[config.mk]
export PLATFORM = sky130hd
export DESIGN_NAME = reg_file_loader
export DESIGN_NICKNAME = d
export VERILOG_FILES = /design/src/rtl/reg_file_loader.sv
export SDC_FILE = /design/constraint.sdc
export NUM_CORES = 1
export LEC_CHECK = 0
export CAP_MARGIN = 20
export CORE_ASPECT_RATIO = 0.7
export CORE_MARGIN = 1
export CORE_UTILIZATION = 44
export CTS_CLUSTER_SIZE = 8
export DETAILED_ROUTE_END_ITERATION = 10
export PLACE_DENSITY = 0.84
export SETUP_SLACK_MARGIN = 0.15
export SLEW_MARGIN = 20
export SYNTH_ARGS = -nofsm -noshare
export SYNTH_HDL_FRONTEND = slang
export SYNTH_SLANG_ARGS = --single-unit
[constraint.sdc]
create_clock -name i_clk -period 4.4 [get_ports i_clk]
set_clock_uncertainty 0.2 [all_clocks]
set_input_delay 0.88 -clock i_clk [delete_from_list [all_inputs] [get_ports i_clk]]
set_output_delay 0.88 -clock i_clk [all_outputs]
set_load 0.02 [all_outputs]
[src/rtl/reg_file_loader.sv]
// rtl/reg_file_loader.sv - loads three 32-bit words from a byte stream into the register file, then replays them
// Sole master of the register file write/address ports; every output is registered.
module reg_file_loader #(
  parameter logic [3:0]  ADD_REG0    = 4'd0,
  parameter logic [3:0]  ADD_REG1    = 4'd1,
  parameter logic [3:0]  ADD_REG2    = 4'd2,
  parameter logic [15:0] TIMEOUT_CYC = 16'd50000
) (
  input  logic        i_clk,
  input  logic        i_reset,
  input  logic [7:0]  i_rx_data,
  input  logic        i_rx_valid,
  output logic        o_rx_ready,
  output logic        o_rf_wr,
  output logic [3:0]  o_rf_address_write,
  output logic [1:0]  o_rf_address_read,
  output logic [31:0] o_rf_data,
  input  logic [32:0] i_rf_out_data,
  output logic [32:0] o_inst_data,
  output logic        o_inst_valid,
  input  logic        i_inst_ready,
  output logic        o_busy,
  output logic        o_timeout_err,
  output logic        o_overrun_err
);

  typedef enum logic [2:0] {
    S_IDLE, S_COLLECT, S_WRITE, S_RD_ADDR, S_RD_WAIT, S_EMIT
  } state_t;

  state_t      r_state, w_state_nxt;
  logic [31:0] r_word, w_word_nxt;
  logic [1:0]  r_byte_cnt, w_byte_cnt_nxt;
  logic [1:0]  r_word_idx, w_word_idx_nxt;
  logic [1:0]  r_rd_idx, w_rd_idx_nxt;
  logic [15:0] r_to_cnt, w_to_cnt_nxt;

  logic        r_rx_ready, w_rx_ready_nxt;
  logic        r_rf_wr, w_rf_wr_nxt;
  logic [3:0]  r_rf_address_write, w_rf_address_write_nxt;
  logic [1:0]  r_rf_address_read, w_rf_address_read_nxt;
  logic [31:0] r_rf_data, w_rf_data_nxt;
  logic [32:0] r_inst_data, w_inst_data_nxt;
  logic        r_inst_valid, w_inst_valid_nxt;
  logic        r_busy, w_busy_nxt;
  logic        r_timeout_err, w_timeout_err_nxt;
  logic        r_overrun_err, w_overrun_err_nxt;

  logic        w_rx_open;
  logic        w_timeout;
  logic [3:0]  w_slot_addr;

  assign w_rx_open = (r_state == S_IDLE) || (r_state == S_COLLECT);
  // An arriving byte always beats an expiring counter.
  assign w_timeout = (r_state == S_COLLECT) && !i_rx_valid &&
                     (r_to_cnt == TIMEOUT_CYC - 16'd1);

  always_comb begin
    case (r_word_idx)
      2'd0:    w_slot_addr = ADD_REG0;
      2'd1:    w_slot_addr = ADD_REG1;
      default: w_slot_addr = ADD_REG2;
    endcase
  end

  always_ff @(posedge i_clk) begin
    if (i_reset) begin
      r_state            <= S_IDLE;
      r_word             <= 32'd0;
      r_byte_cnt         <= 2'd0;
      r_word_idx         <= 2'd0;
      r_rd_idx           <= 2'd0;
      r_to_cnt           <= 16'd0;
      r_rx_ready         <= 1'b1;
      r_rf_wr            <= 1'b0;
      r_rf_address_write <= 4'd0;
      r_rf_address_read  <= 2'b11;
      r_rf_data          <= 32'd0;
      r_inst_data        <= 33'd0;
      r_inst_valid       <= 1'b0;
      r_busy             <= 1'b0;
      r_timeout_err      <= 1'b0;
      r_overrun_err      <= 1'b0;
    end else begin
      r_state            <= w_state_nxt;
      r_word             <= w_word_nxt;
      r_byte_cnt         <= w_byte_cnt_nxt;
      r_word_idx         <= w_word_idx_nxt;
      r_rd_idx           <= w_rd_idx_nxt;
      r_to_cnt           <= w_to_cnt_nxt;
      r_rx_ready         <= w_rx_ready_nxt;
      r_rf_wr            <= w_rf_wr_nxt;
      r_rf_address_write <= w_rf_address_write_nxt;
      r_rf_address_read  <= w_rf_address_read_nxt;
      r_rf_data          <= w_rf_data_nxt;
      r_inst_data        <= w_inst_data_nxt;
      r_inst_valid       <= w_inst_valid_nxt;
      r_busy             <= w_busy_nxt;
      r_timeout_err      <= w_timeout_err_nxt;
      r_overrun_err      <= w_overrun_err_nxt;
    end
  end

  always_comb begin
    w_state_nxt    = r_state;
    w_word_nxt     = r_word;
    w_byte_cnt_nxt = r_byte_cnt;
    w_word_idx_nxt = r_word_idx;
    w_rd_idx_nxt   = r_rd_idx;
    w_to_cnt_nxt   = r_to_cnt;
    case (r_state)
      S_IDLE: begin
        if (i_rx_valid) begin
          w_word_nxt     = {24'd0, i_rx_data};
          w_byte_cnt_nxt = 2'd1;
          w_word_idx_nxt = 2'd0;
          w_to_cnt_nxt   = 16'd0;
          w_state_nxt    = S_COLLECT;
        end
      end
      S_COLLECT: begin
        if (i_rx_valid) begin
          w_word_nxt[{r_byte_cnt, 3'b000} +: 8] = i_rx_data;
          w_byte_cnt_nxt = r_byte_cnt + 2'd1;
          w_to_cnt_nxt   = 16'd0;
          if (r_byte_cnt == 2'd3) w_state_nxt = S_WRITE;
        end else if (w_timeout) begin
          w_byte_cnt_nxt = 2'd0;
          w_word_idx_nxt = 2'd0;
          w_to_cnt_nxt   = 16'd0;
          w_state_nxt    = S_IDLE;
        end else begin
          w_to_cnt_nxt = r_to_cnt + 16'd1;
        end
      end
      S_WRITE: begin
        if (r_word_idx == 2'd2) begin
          w_rd_idx_nxt = 2'd0;
          w_state_nxt  = S_RD_ADDR;
        end else begin
          w_word_idx_nxt = r_word_idx + 2'd1;
          w_state_nxt    = S_COLLECT;
        end
      end
      S_RD_ADDR: w_state_nxt = S_RD_WAIT;
      S_RD_WAIT: w_state_nxt = S_EMIT;
      S_EMIT: begin
        if (i_inst_ready) begin
          if (r_rd_idx == 2'd2) begin
            w_word_idx_nxt = 2'd0;
            w_byte_cnt_nxt = 2'd0;
            w_state_nxt    = S_IDLE;
          end else begin
            w_rd_idx_nxt = r_rd_idx + 2'd1;
            w_state_nxt  = S_RD_ADDR;
          end
        end
      end
      default: w_state_nxt = S_IDLE;
    endcase
  end

  // Outputs are computed from the next state so the registered copies line up with it.
  always_comb begin
    w_rx_ready_nxt         = (w_state_nxt == S_IDLE) || (w_state_nxt == S_COLLECT);
    w_busy_nxt             = (w_state_nxt != S_IDLE);
    w_rf_wr_nxt            = (w_state_nxt == S_WRITE);
    w_inst_valid_nxt       = (w_state_nxt == S_EMIT);
    w_timeout_err_nxt      = w_timeout;
    w_overrun_err_nxt      = i_rx_valid && !w_rx_open;
    w_rf_address_write_nxt = r_rf_address_write;
    w_rf_data_nxt          = r_rf_data;
    w_rf_address_read_nxt  = r_rf_address_read;
    w_inst_data_nxt        = r_inst_data;
    if (w_state_nxt == S_WRITE) begin
      w_rf_address_write_nxt = w_slot_addr;
      w_rf_data_nxt          = w_word_nxt;
    end
    if (w_state_nxt == S_RD_ADDR)
      w_rf_address_read_nxt = w_rd_idx_nxt;
    else if ((r_state == S_EMIT) && (w_state_nxt == S_IDLE))
      w_rf_address_read_nxt = 2'b11;
    if (r_state == S_RD_WAIT)
      w_inst_data_nxt = i_rf_out_data;
  end

  assign o_rx_ready         = r_rx_ready;
  assign o_rf_wr            = r_rf_wr;
  assign o_rf_address_write = r_rf_address_write;
  assign o_rf_address_read  = r_rf_address_read;
  assign o_rf_data          = r_rf_data;
  assign o_inst_data        = r_inst_data;
  assign o_inst_valid       = r_inst_valid;
  assign o_busy             = r_busy;
  assign o_timeout_err      = r_timeout_err;
  assign o_overrun_err      = r_overrun_err;

endmodule

==> results of run 1 <==
## worst reg2reg max path: stages, from the launching register on
cell and delay [ns]:
dfxtp_1 0.37, nor4b_1 0.57, nand4_1 0.41, a21oi_1 1.00
nor2_1 0.13
## path summary, 6_finish.rpt
kind / start / end / slack, ns
worst min register to register: o_inst_data[6] / o_inst_data[6] / 0.25
worst max register to register: r_to_cnt[4] / r_to_cnt[4] / 1.55
worst max-delay path: i_rx_valid / o_rf_data[9] / 1.31
worst min-delay path: o_inst_data[6] / o_inst_data[6] / 0.25
## logic make-up after synthesis
logic type | after synthesis
fa+ha+maj | 13
compound gates | 150
buf+inv | 45
simple gates | 227
other cells | 1
xor+xnor | 5
flops | 132
## flip-flops by register name (all words and copies together), names as in the netlist, 3 cells and up
| register | count |
|---|---|
| r_to_cnt | 16 |
| o_inst_data | 33 |
| r_word | 32 |
| o_rf_data | 32 |
| r_state | 3 |
## power by group
group          internal [mW]  leakage [nW]  switching [mW]  total (mW)
Combinational         0.0599         0.953          0.0794       0.139
Clock                  0.877         0.284           0.494        1.37
Sequential              1.21          1.07         0.00907        1.21
Total                   2.14          2.30           0.583        2.73
## final cells by class
class	instances	area [um2]	share of cell area (%)
sequential	132	2643	37.97
multi-input combinational	397	2287	32.87
timing repair buffer	124	1226	17.62
clock buffer	24	481.7	6.922
tap	153	191.4	2.751
clock inverter	8	100.1	1.438
inverter	8	30.03	0.4315
## stage by stage
| step | std cells | cell area (um2) | hold slack, ns | setup WS [ns] | util [%] |
|---|---|---|---|---|---|
| 2_1_floorplan | 574 | 5112 | 0.2474 | 1.862 | - |
| 4_1_cts | 846 | 6958 | 0.2537 | 1.354 | 62.29 |
| 6_report | 846 | 6959 | 0.2529 | 1.314 | 62.30 |
| 3_5_place_dp | 814 | 6376 | 0.2471 | 0.9439 | 57.08 |
| 3_3_place_gp | 814 | 6376 | 0.2435 | 1.066 | 57.08 |
| 5_1_grt | 846 | 6959 | 0.2678 | 1.142 | 62.30 |
## per-layer routing
metal  routed length [um]  part of all wire [%]
met1                 5499                    42
met2                 6092                    47
met3                 1167                   9.0
met4                  255                   2.0
met5                    0                     0
## layout by cell type (no fill, tap or decap), types with 3 or more instances in the layout
cell type	Yosys	routed
nor3b_1	6	6
nand2_1	80	80
o21ai_0	4	4
a311oi_1	3	3
xnor2_1	4	4
nor3_1	4	3
a211oi_1	33	33
and4_1	3	3
ha_1	13	13
nand4b_1	3	3
a22oi_1	34	34
o21ai_1	4	4
nor2_1	79	79
nand4_1	5	5
clkdlybuf4s50_1	0	118
nor4b_1	5	5
clkbuf_16	0	17
nor4_2	3	3
o31ai_1	6	6
clkbuf_8	0	3
inv_1	8	8
or3_1	6	5
clkbuf_1	28	4
nor4_1	3	3
clkinv_2	0	3
or4_1	5	5
buf_4	2	6
dfxtp_1	132	132
a21oi_1	56	56
nand3_1	8	8
a31oi_1	3	3
==> results.txt, run 1 <==
The average wire length per cell after detail routing is around 15 um. The area added between synthesis and finish is 36.22%. The final-layout setup total negative slack is 0 ns. The worst path required time is 4.44 ns. The number of hold violations in the final report was 0. The number of setup buffers added after CTS came out at 0. The fmax came out at 324.0 MHz.

After detailed routing, the number of vias per cell comes to between 5 and 6. Summed over all layers, the global routing overflow is 0. Yosys printed 0 warnings. Row generation in the floorplan step produced 32 rows.

In this run the tightest slew margin relative to its limit is 24.82%. Data arrives at the worst endpoint at between 3 and 4 ns. On the critical path the largest part of the delay comes from compound AO/OA/AOI/OAI gates. The worst-path maximum fanout came out at 12. After synthesis, the largest family of logic cells by area is simple AND/OR/NAND/NOR gates. The post-synthesis share of cell area spent on xor and xnor gates is 0.8572%. The per-instance average area after synthesis came out at 8.916 um2. The static leakage power came out at 2.302 nW. The detailed-route wire length came out at 13020 um. Traced cell by cell, the critical path runs through clkdlybuf4s50_1 -> nor3b_1 -> o21ai_1 -> a22oi_1 -> a211oi_1. The global placement routability congestion is 0.8217. The number of enable flip-flop cells after synthesis is 0.

The slowest stage of the critical path belongs to the cell clkdlybuf4s50_1. In the global route stage, met3 resource usage came out at 6.301%. The count of nets left with antenna violations once routing finished came out at 0.

The peak per-stage delay on the critical path came out at ~0.68 ns. The worst hold path belongs to the class reg -> reg. The measured slew at the worst slew-check pin came out at 1.128 ns.

The most used flip-flop cell after synthesis is dfxtp_1. The classification of the worst setup path is in -> reg. The filler cell count came out at 895.

Setup repair after global routing left no endpoint under its margin. The repair_antennas step left the layout with diodes totalling 0. The CTS clock-pin slew for the worst setup and hold paths came out at 0.05 ns. The post-synthesis adder-cell area fraction is under 10%. STA classifies the critical path endpoint as a flop. The count of maximum capacitance violations came out at 0.

In this run, CTS created clock tree buffers numbering 17. The number of primary I/O pins is 122. Counting every sink on the clock net gives about 130. The post-layout minimum cycle time came out at a little over 3 ns. Measured against the total synthesized area, the mux share comes to 0%. The number of H-tree branching levels came out at 4.

The first-pass GRT wire length came out at 20690 um. The number of max-slew violations in the final report came out at 0. By count the netlist is led by 132 x dfxtp_1, 80 x nand2_1, 79 x nor2_1, 56 x a21oi_1, 34 x a22oi_1.

The final HPWL from detailed placement is 8714 um. In the global route stage, met1 resource usage came out at around 27%. The simple-gate share of the synthesized area is 21.38%.

The flow ran to the end, and the final reports show no timing, DRC or antenna violations. The share of the synthesized area in compound gates (AO/OA/AOI/OAI) is 19.05%. The die covers 0.01205 mm2.

STA classifies the critical path startpoint as a primary input. The clock insertion delay at the later pin of the skew report is 0.41 ns. The chip width is 130.8 um. The power per unit of standard cell area came out at 391.6 mW/mm2.

The count of mapped cells out of synthesis is 573. The distinct cell type count of the synthesized netlist came out at 48. The DRC violation total after the first TritonRoute iteration is 181. The sequential-to-total area share from yosys stat came out at slightly above 50%. In this run the clock root is driven by a clkbuf_16.

The first detailed-routing pass took 4 iterations. The dominant cell type by area after synthesis is dfxtp_1. In the final layout, the share of cells above drive strength 1 is 6.349%.

The total of flip-flops plus latches after synthesis is 132. The maximum number of pins on one net before global-route repair came out at 100. The routed layout has 4559 vias.

The die height came out at 92.15 um. The post-cts hold buffer count is 0. The final critical path takes up 70.15% of the cycle. The initial antenna violation count was 0. The net count reported at finish came out at 738. After global routing, the most crowded layer is met2. Once the floorplan was initialized, standard cells occupied 45.73% of the core. The final-report setup violation count came out at 0.

No sink is reached through more buffers than the 2 on the longest clock path. For the worst flop-to-flop path, the logic depth is 4. The number of gates on the worst path with buffers counted is 5.

The core area is ~0.011 mm2. The share of async-settable or async-resettable flops after synthesis came out at 0%. The cell area after synthesis came out at 0.005109 mm2. In the routed design, unresolved DRC markers number 0.

Global routing used 22.26% of the available tracks across all layers. The number of cells upsized or downsized after cts is 0. The number of global-route vias before repair is 4239. The global-route met2 utilization is 36.60%. The number of buffers and inverters on the critical path is 1. The top cell type by area accounts for 51.73% of the synthesized area. By instance count, the leading cell after synthesis is dfxtp_1.

TritonCTS built the clock tree. Summing internal, switching and leakage power gives about 2.7 mW. The count of cells along the worst hold path is 2. In the post-synthesis netlist, the biggest area contributors are dfxtp_1 52%, nand2_1 5.9%, nor2_1 5.8%, a21oi_1 5.5%, a22oi_1 5.0%. The number of buffers inserted by port buffering came out at between 100 and 150. The maximum resistive drop on vdd came out at 0.3050 mV.
No activity file was read; power rests on OpenSTA's default activity.
==> run 2, diff against run 1 <==
--- a/config.mk
+++ b/config.mk
@@ -11,7 +11,7 @@
 export CORE_UTILIZATION = 44
 export CTS_CLUSTER_SIZE = 8
 export DETAILED_ROUTE_END_ITERATION = 10
-export PLACE_DENSITY = 0.84
+export PLACE_DENSITY = 0.87
 export SETUP_SLACK_MARGIN = 0.15
 export SLEW_MARGIN = 20
 export SYNTH_ARGS = -nofsm -noshare
==> constraint.sdc (replaced) <==
create_clock -name i_clk -period 2.7 [get_ports i_clk]
set_clock_uncertainty 0.2 [all_clocks]
set_input_delay 0.54 -clock i_clk [delete_from_list [all_inputs] [get_ports i_clk]]
set_output_delay 0.54 -clock i_clk [all_outputs]
set_load 0.02 [all_outputs]
==> results.txt, run 2 (synthesized netlist as in run 1, its figures left out) <==
TritonCTS built the clock tree. The final-report setup violation count is 0 (unchanged). The number of global-route vias before repair is 4215 (-0.57%). The number of buffers added by the clock tree synthesis step is 17 (unchanged).

The final-layout setup total negative slack was 0 ns (unchanged). The fraction of layout instances using a drive strength above 1 came to 7.857% (+1.5 points). The fmax came out at 421.5 MHz. The core area is 0.01117 mm2 (unchanged). The part of the power in combinational logic is 5.0% (about the same). The combined global-route utilization of all metal layers came to 21.72% (-0.54 points).

The total number of clock tree sinks was 132 (unchanged). The global-route met2 utilization came to 34.44% (-2.2 points). Walking the worst path, the cells encountered are clkdlybuf4s50_1 -> buf_4 -> nor3b_1 -> buf_4 -> o21ai_1 -> a22oi_1 -> a211oi_1. Leaving out fill and tap cells, the most frequent cells in the layout are 132 x dfxtp_1, 118 x clkdlybuf4s50_1, 80 x nand2_1. The worst-path maximum fanout is 8 (-4). The number of H-tree branching levels came to 4 (unchanged). The DRC violation total after the first TritonRoute iteration is 371 (+100%). The critical path starts at i_rx_valid. The number of setup buffers added after CTS came out at 0 (unchanged). The number of flip-flops under the largest register name was 33 (unchanged). The remaining antenna violation count after routing came out at 0 (unchanged). The CTS clock-pin slew for the worst setup and hold paths came out at 0.06 ns (about the same). The part of the power in registers came to 41.8% (-2.8 points). The total power of the final layout came out at 4.732 mW (+74%). The min-delay analysis places its worst path in the category in -> reg. Setup repair after global routing could not meet its margin everywhere. The reg-to-reg setup timing slack came out at 0.35 ns (-1.20 ns). The maximum resistive drop on vdd came out at 0.5071 mV (+66%). The start point of the worst hold path is i_reset. The flow ran to the end, and the final reports show no timing, DRC or antenna violations.

The most repeated library cell on the critical path is buf_4. The maximum number of pins on one net before global-route repair came to 67 (-33%). The worst path required time is 2.81 ns (-1.63 ns). The switching power as a share of total power came out at 20.18% (-1.2 points). The die outline area is 0.01205 mm2 (unchanged). STA classifies the critical path endpoint as a flop. The die height is 92.15 um (unchanged).

The worst setup path is launched from a primary input. The classification of the worst setup path is in -> reg. The met1 usage was 27.94% (+0.73 points). The net switching power came out at 955.1 uW (+64%). The remaining max-slew budget at the tightest pin is 53.34% (+29 points). The buffer depth of the longest clock path came out at 2 (unchanged). The leftover overflow at the end of global routing was 0 (unchanged).

The initial antenna violation count is 0 (unchanged). The net count reported at finish is 746 (+1.1%). The detailed-route wire length came out at 13000 um (about the same). The total internal power came to 3.777 mW (+76%). The relative contribution of the clock network to total power came out at 53.2% (+2.9 points). The measured slew at the worst slew-check pin was 0.6952 ns (-0.4325 ns). The number of max-slew violations in the final report was 0 (unchanged). After layout, the worst path uses between 80% and 90% of the clock period. The average wire length per cell after detail routing is 15.25 um (-0.90%). The number of buffers inserted by port buffering is 119 (unchanged).

The final antenna diode count came out at 0 (unchanged). The cell row count came out at 32 (unchanged). The startpoint of the worst-slack reg-to-reg timing path is r_byte_cnt[0]. The clock insertion delay at the later pin of the skew report is 0.41 ns (about the same).

The cell at the slowest stage of the critical path is clkdlybuf4s50_1. The number of cells upsized or downsized after cts came to 0 (unchanged). The number of hold violations in the final report was 0 (unchanged).

The first-pass GRT wire length came out at 20190 um (-2.4%). The routed design could run at a clock period as short as 2.373 ns. The data arrival time at the worst-slack endpoint came to 2.48 ns (-0.65 ns). The chip width came out at 130.8 um (unchanged). The post-cts hold buffer count is 0 (unchanged). The via-per-instance ratio came to 5.464 (+1.4%). The number of iterations in the first detailed-routing pass came out at 5 (+1).

The library cell used most frequently in the layout, excluding fill and tap cells, is dfxtp_1. The global placement routability congestion came to 0.8388 (+2.1%). The count of maximum capacitance violations was 0 (unchanged). In this run the clock root is driven by a clkbuf_16. The peak per-stage delay on the critical path came out at 0.50 ns (-0.18 ns). The via count of the routed design is 4661 (+2.2%). The power per unit of standard cell area came to 664.9 mW/mm2 (+70%). The DRC violation count after routing came out at 0 (unchanged). The final HPWL from detailed placement is 8652 um (-0.71%).

The static leakage power came out at 2.386 nW (+3.7%). The number of primary I/O pins was 122 (unchanged). met2 is the most crowded layer.

The initial core utilization was 45.73% (unchanged). The area added between synthesis and finish came out at 39.31%. The met3 usage in global routing came to 6.534% (+0.23 points).
==> run 2: changes by cell type in the layout (fill, tap and decap cells not counted), moves of 2 or more <==
cell | previous run | this run
buf_4 | 6 | 12
bufinv_16 | 2 | 5
buf_12 | 0 | 2
clkbuf_1 | 4 | 2
clkinv_4 | 2 | 0
==> run 2: path summary, 6_finish.rpt <==
path,endpoint,cells past startpoint
max,o_rf_data[18],7
min,r_byte_cnt[1],2
max reg2reg,o_rf_data[27],7
min reg2reg,o_inst_data[30],2
==> run 2: routing by layer <==
metal  wire (um)  up-vias
met5           0        -
met4         226        0
met3         942       24
met2        5923      207
met1        5912     2161
li1            -     2269
==> run 2: cell type report <==
cell class	instances	area [um2]
clock inverters	9	173.9
inverters	8	30.03
clock buffers	22	474.2
flip-flops and latches	132	2643
repair buffers	132	1311
fillers	811	4054
well taps	153	191.4
multi-input cells	397	2293
==> run 2: critical path, delay by kind of cell <==
kind | cells | cell delay, ns
buffers and inverters | 3 | 0.88
AOI/OAI and AO/OA | 3 | 0.93
and+or+nand+nor | 1 | 0.13
==> run 2: stage by stage <==
step	util [%]	area [um2]	cells	hold slack [ns]	worst slack (ns)
2_1_floorplan	-	5112	574	0.2474	0.5021
3_3_place_gp	57.84	6461	822	0.2388	0.08160
3_5_place_dp	57.84	6461	822	0.2480	0.01658
4_1_cts	63.64	7109	853	0.1638	0.2967
5_1_grt	63.71	7117	853	0.1655	0.1392
6_report	63.71	7117	853	0.1763	0.3273
==> run 2: power groups by stage <==
stage          sequential [mW]  combinational (mW)  clock, mW
2_1_floorplan             2.02               0.115          0
3_3_place_gp              2.02               0.224          0
3_5_place_dp              2.02               0.230          0
4_1_cts                   1.98               0.234       2.55
5_1_grt                   1.98               0.257       2.66
6_report                  1.98               0.237       2.52
==> run 3, diff against run 2 <==
==> constraint.sdc (replaced) <==
create_clock -name i_clk -period 2.7 [get_ports i_clk]
set_clock_uncertainty 0.2 [all_clocks]
set_input_delay 0.54 -clock i_clk [delete_from_list [all_inputs] [get_ports i_clk]]
set_output_delay 0.54 -clock i_clk [all_outputs]
set_load 0.1 [all_outputs]
==> results.txt, run 3 (synthesized netlist as in run 1, its figures left out) <==
The maximum number of pins on one net before global-route repair came to 67 (unchanged). The total buffers and inverters traversed by the critical path is 2 (-1). The cell area after placement came out at 0.006276 mm2 (-2.9%). The reg-to-reg setup timing slack was 0.31 ns (-0.04 ns).

The number of global-route vias before repair came out at 4202 (-0.31%). The number of flip-flops under the largest register name came out at 33 (unchanged). The number of hold violations in the final report is 0 (unchanged). The critical path launch point type is a flop. The total internal power is 3.636 mW (-3.7%). The cell count after placement came out at 824 (+0.24%). The remaining antenna violation count after routing came out at 0 (unchanged). The final antenna diode count came to 0 (unchanged). The average wire length per cell after detail routing is 15.01 um (-1.5%). The total number of clock tree sinks is 132 (unchanged).

The static leakage power is 2.516 nW (+5.4%). The net count reported at finish is 748 (+0.27%). The chip width is 130.8 um (unchanged). The cell row count is 32 (unchanged).

The power per unit of standard cell area was 666.0 mW/mm2 (+0.17%). The final-layout setup total negative slack is 0 ns (unchanged). The area added between synthesis and finish is 34.83%. The capture point of the critical path is o_rf_data[31]. The part of the power in combinational logic came out at 5.6% (+0.6 points). The number of iterations in the first detailed-routing pass is 5 (unchanged). The leftover overflow at the end of global routing came out at 0 (unchanged). Tracing the worst setup path back leads to its startpoint at r_byte_cnt[0]. The number of buffers added by the clock tree synthesis step is 17 (unchanged). The via-per-instance ratio came to 5.310 (-2.8%). The number of max-slew violations in the final report is 0 (unchanged). The measured slew at the worst slew-check pin was 1.074 ns (+0.3790 ns).

The cell at the slowest stage of the critical path is dfxtp_1. The part of the power in registers is 43.1% (+1.3 points). The final-report setup violation count was 0 (unchanged). The number of buffers inserted by port buffering is 119 (unchanged). The number of H-tree branching levels came out at 4 (unchanged). The remaining max-slew budget at the tightest pin was 28.39% (-25 points). In the layout the commonest cells are 132 x dfxtp_1, 90 x buf_4, 80 x nand2_1.

The first-pass GRT wire length is 19890 um (-1.5%). The cell chosen for the clock root is clkbuf_16. The global placement routability congestion came out at 0.8249 (-1.7%).

The maximum resistive drop on vdd came out at 0.4856 mV (-4.2%). The initial core utilization was 45.73% (unchanged). The count of maximum capacitance violations is 0 (unchanged). The final HPWL from detailed placement is 8747 um (+1.1%). The DRC violation total after the first TritonRoute iteration is 233 (-37%). The number of gates on the worst path with buffers counted is 7 (unchanged). Setup repair after global routing left no endpoint under its margin. The run finished with clean final reports. The fraction of layout instances using a drive strength above 1 is 18.21% (+10 points). The relative contribution of the clock network to total power is 51.3% (-1.9 points). The fmax is 418.1 MHz (-0.80%).

The critical path goes through inv_1 -> ha_1 -> nand2b_1 -> nor4_2 -> buf_4 -> a22oi_1 -> a211oi_1. The via count of the routed design is 4545 (-2.5%). The endpoint identified for the worst register-to-register timing path is o_rf_data[31]. The core area came to 0.01117 mm2 (unchanged). The post-layout minimum cycle time came out at 2.392 ns (+0.01903 ns). The net switching power is 951.9 uW (-0.33%). The kind of end point of the critical path is a flop. The switching power as a share of total power came out at 20.75% (+0.57 points). The count of non-filler cells in the finished layout came out at 856 (+0.35%).

The detailed-route wire length was 12850 um (-1.2%). The kind of path behind the tightest hold check is in -> reg. The number of primary I/O pins came to 122 (unchanged). TritonCTS built the clock tree.

The summed area of non-filler cells in the final layout came out at 0.006888 mm2 (-3.2%). Broken down by cell family, the worst path's largest delay share belongs to flip-flops. The buffer depth of the longest clock path came out at 2 (unchanged). The number of setup buffers added after CTS was 0 (unchanged). The die outline area came to 0.01205 mm2 (unchanged).

The data arrival time at the worst-slack endpoint came out at 2.49 ns (about the same). The combined global-route utilization of all metal layers is 21.48% (-0.24 points). The peak per-stage delay on the critical path is 0.48 ns (-0.02 ns). The DRC violation count after routing is 0 (unchanged). The number of cells traversed by the worst register-to-register path is 7 (unchanged).

The fraction of the cycle the final worst path needs came out at 88.58% (+0.70 points). The classification of the worst setup path is reg -> reg. The CTS clock-pin slew for the worst setup and hold paths was 0.05 ns (about the same).

The worst path required time came out at 2.80 ns (about the same). The die height came out at 92.15 um (unchanged). Leaving out fill and tap cells, the most frequent cell in the layout is dfxtp_1. The total power of the final layout came out at 4.588 mW (-3.0%). The worst-path maximum fanout came to 8 (unchanged).

The initial antenna violation count came out at 0 (unchanged). The startpoint of the worst-slack reg-to-reg timing path is r_byte_cnt[0]. The clock insertion delay at the later pin of the skew report is 0.41 ns (about the same).
run 3: how the worst min path moves through the flow:
stage                               start                    end  slack (ns)  cells after the start
finish                            i_reset            r_to_cnt[2]        0.17                      2
global route                      i_reset            r_to_cnt[0]        0.17                      2
CTS                               i_reset            r_to_cnt[2]        0.17                      2
detailed placement  o_rf_address_write[1]  o_rf_address_write[1]        0.25                      2
global placement    o_rf_address_write[1]  o_rf_address_write[1]        0.24                      2
floorplan                    r_to_cnt[15]           r_to_cnt[15]        0.25                      2
run 3: power groups by stage:
| stage | registers (mW) | clock network (mW) | logic [mW] |
|---|---|---|---|
| finish | 1.98 | 2.35 | 0.255 |
| global route | 1.98 | 2.50 | 0.275 |
| CTS | 1.98 | 2.39 | 0.252 |
| detailed placement | 2.02 | 0 | 0.249 |
| global placement | 2.02 | 0 | 0.243 |
| floorplan | 2.03 | 0 | 0.125 |
run 3: cell type report:
cell class,instances,area (um2)
sequential,132,2643
multi-input combinational,397,2287
inverter,8,30.03
fill,871,4283
clock buffer,23,457.9
tap,153,191.4
timing repair buffer,134,1126
clock inverter,9,152.6
run 3: repair_timing:
item                                    4_1_cts  5_1_grt
gates resized for setup                       0        1
hold endpoints to repair                      0        0
endpoints found under the setup margin        0        1
hold buffers                                  0        0
run 3: layer usage:
layer | part of all wire, % | up-vias | GRT usage (%)
met2 | 46 | 155 | 33.33
met3 | 6.8 | 12 | 6.826
met5 | 0 | - | 0
met1 | 47 | 2105 | 27.74
met4 | 1.0 | 0 | 7.950
li1 | - | 2273 | -
run 3: stage by stage:
stage               setup WS (ns)  util (%)  hold WS, ns
floorplan                  0.5021         -       0.2474
global placement          0.09456     56.18       0.2406
finish                     0.3083     61.66       0.1742
detailed placement        0.01913     56.18       0.2480
global route               0.1821     61.66       0.1698
CTS                        0.2838     61.65       0.1683
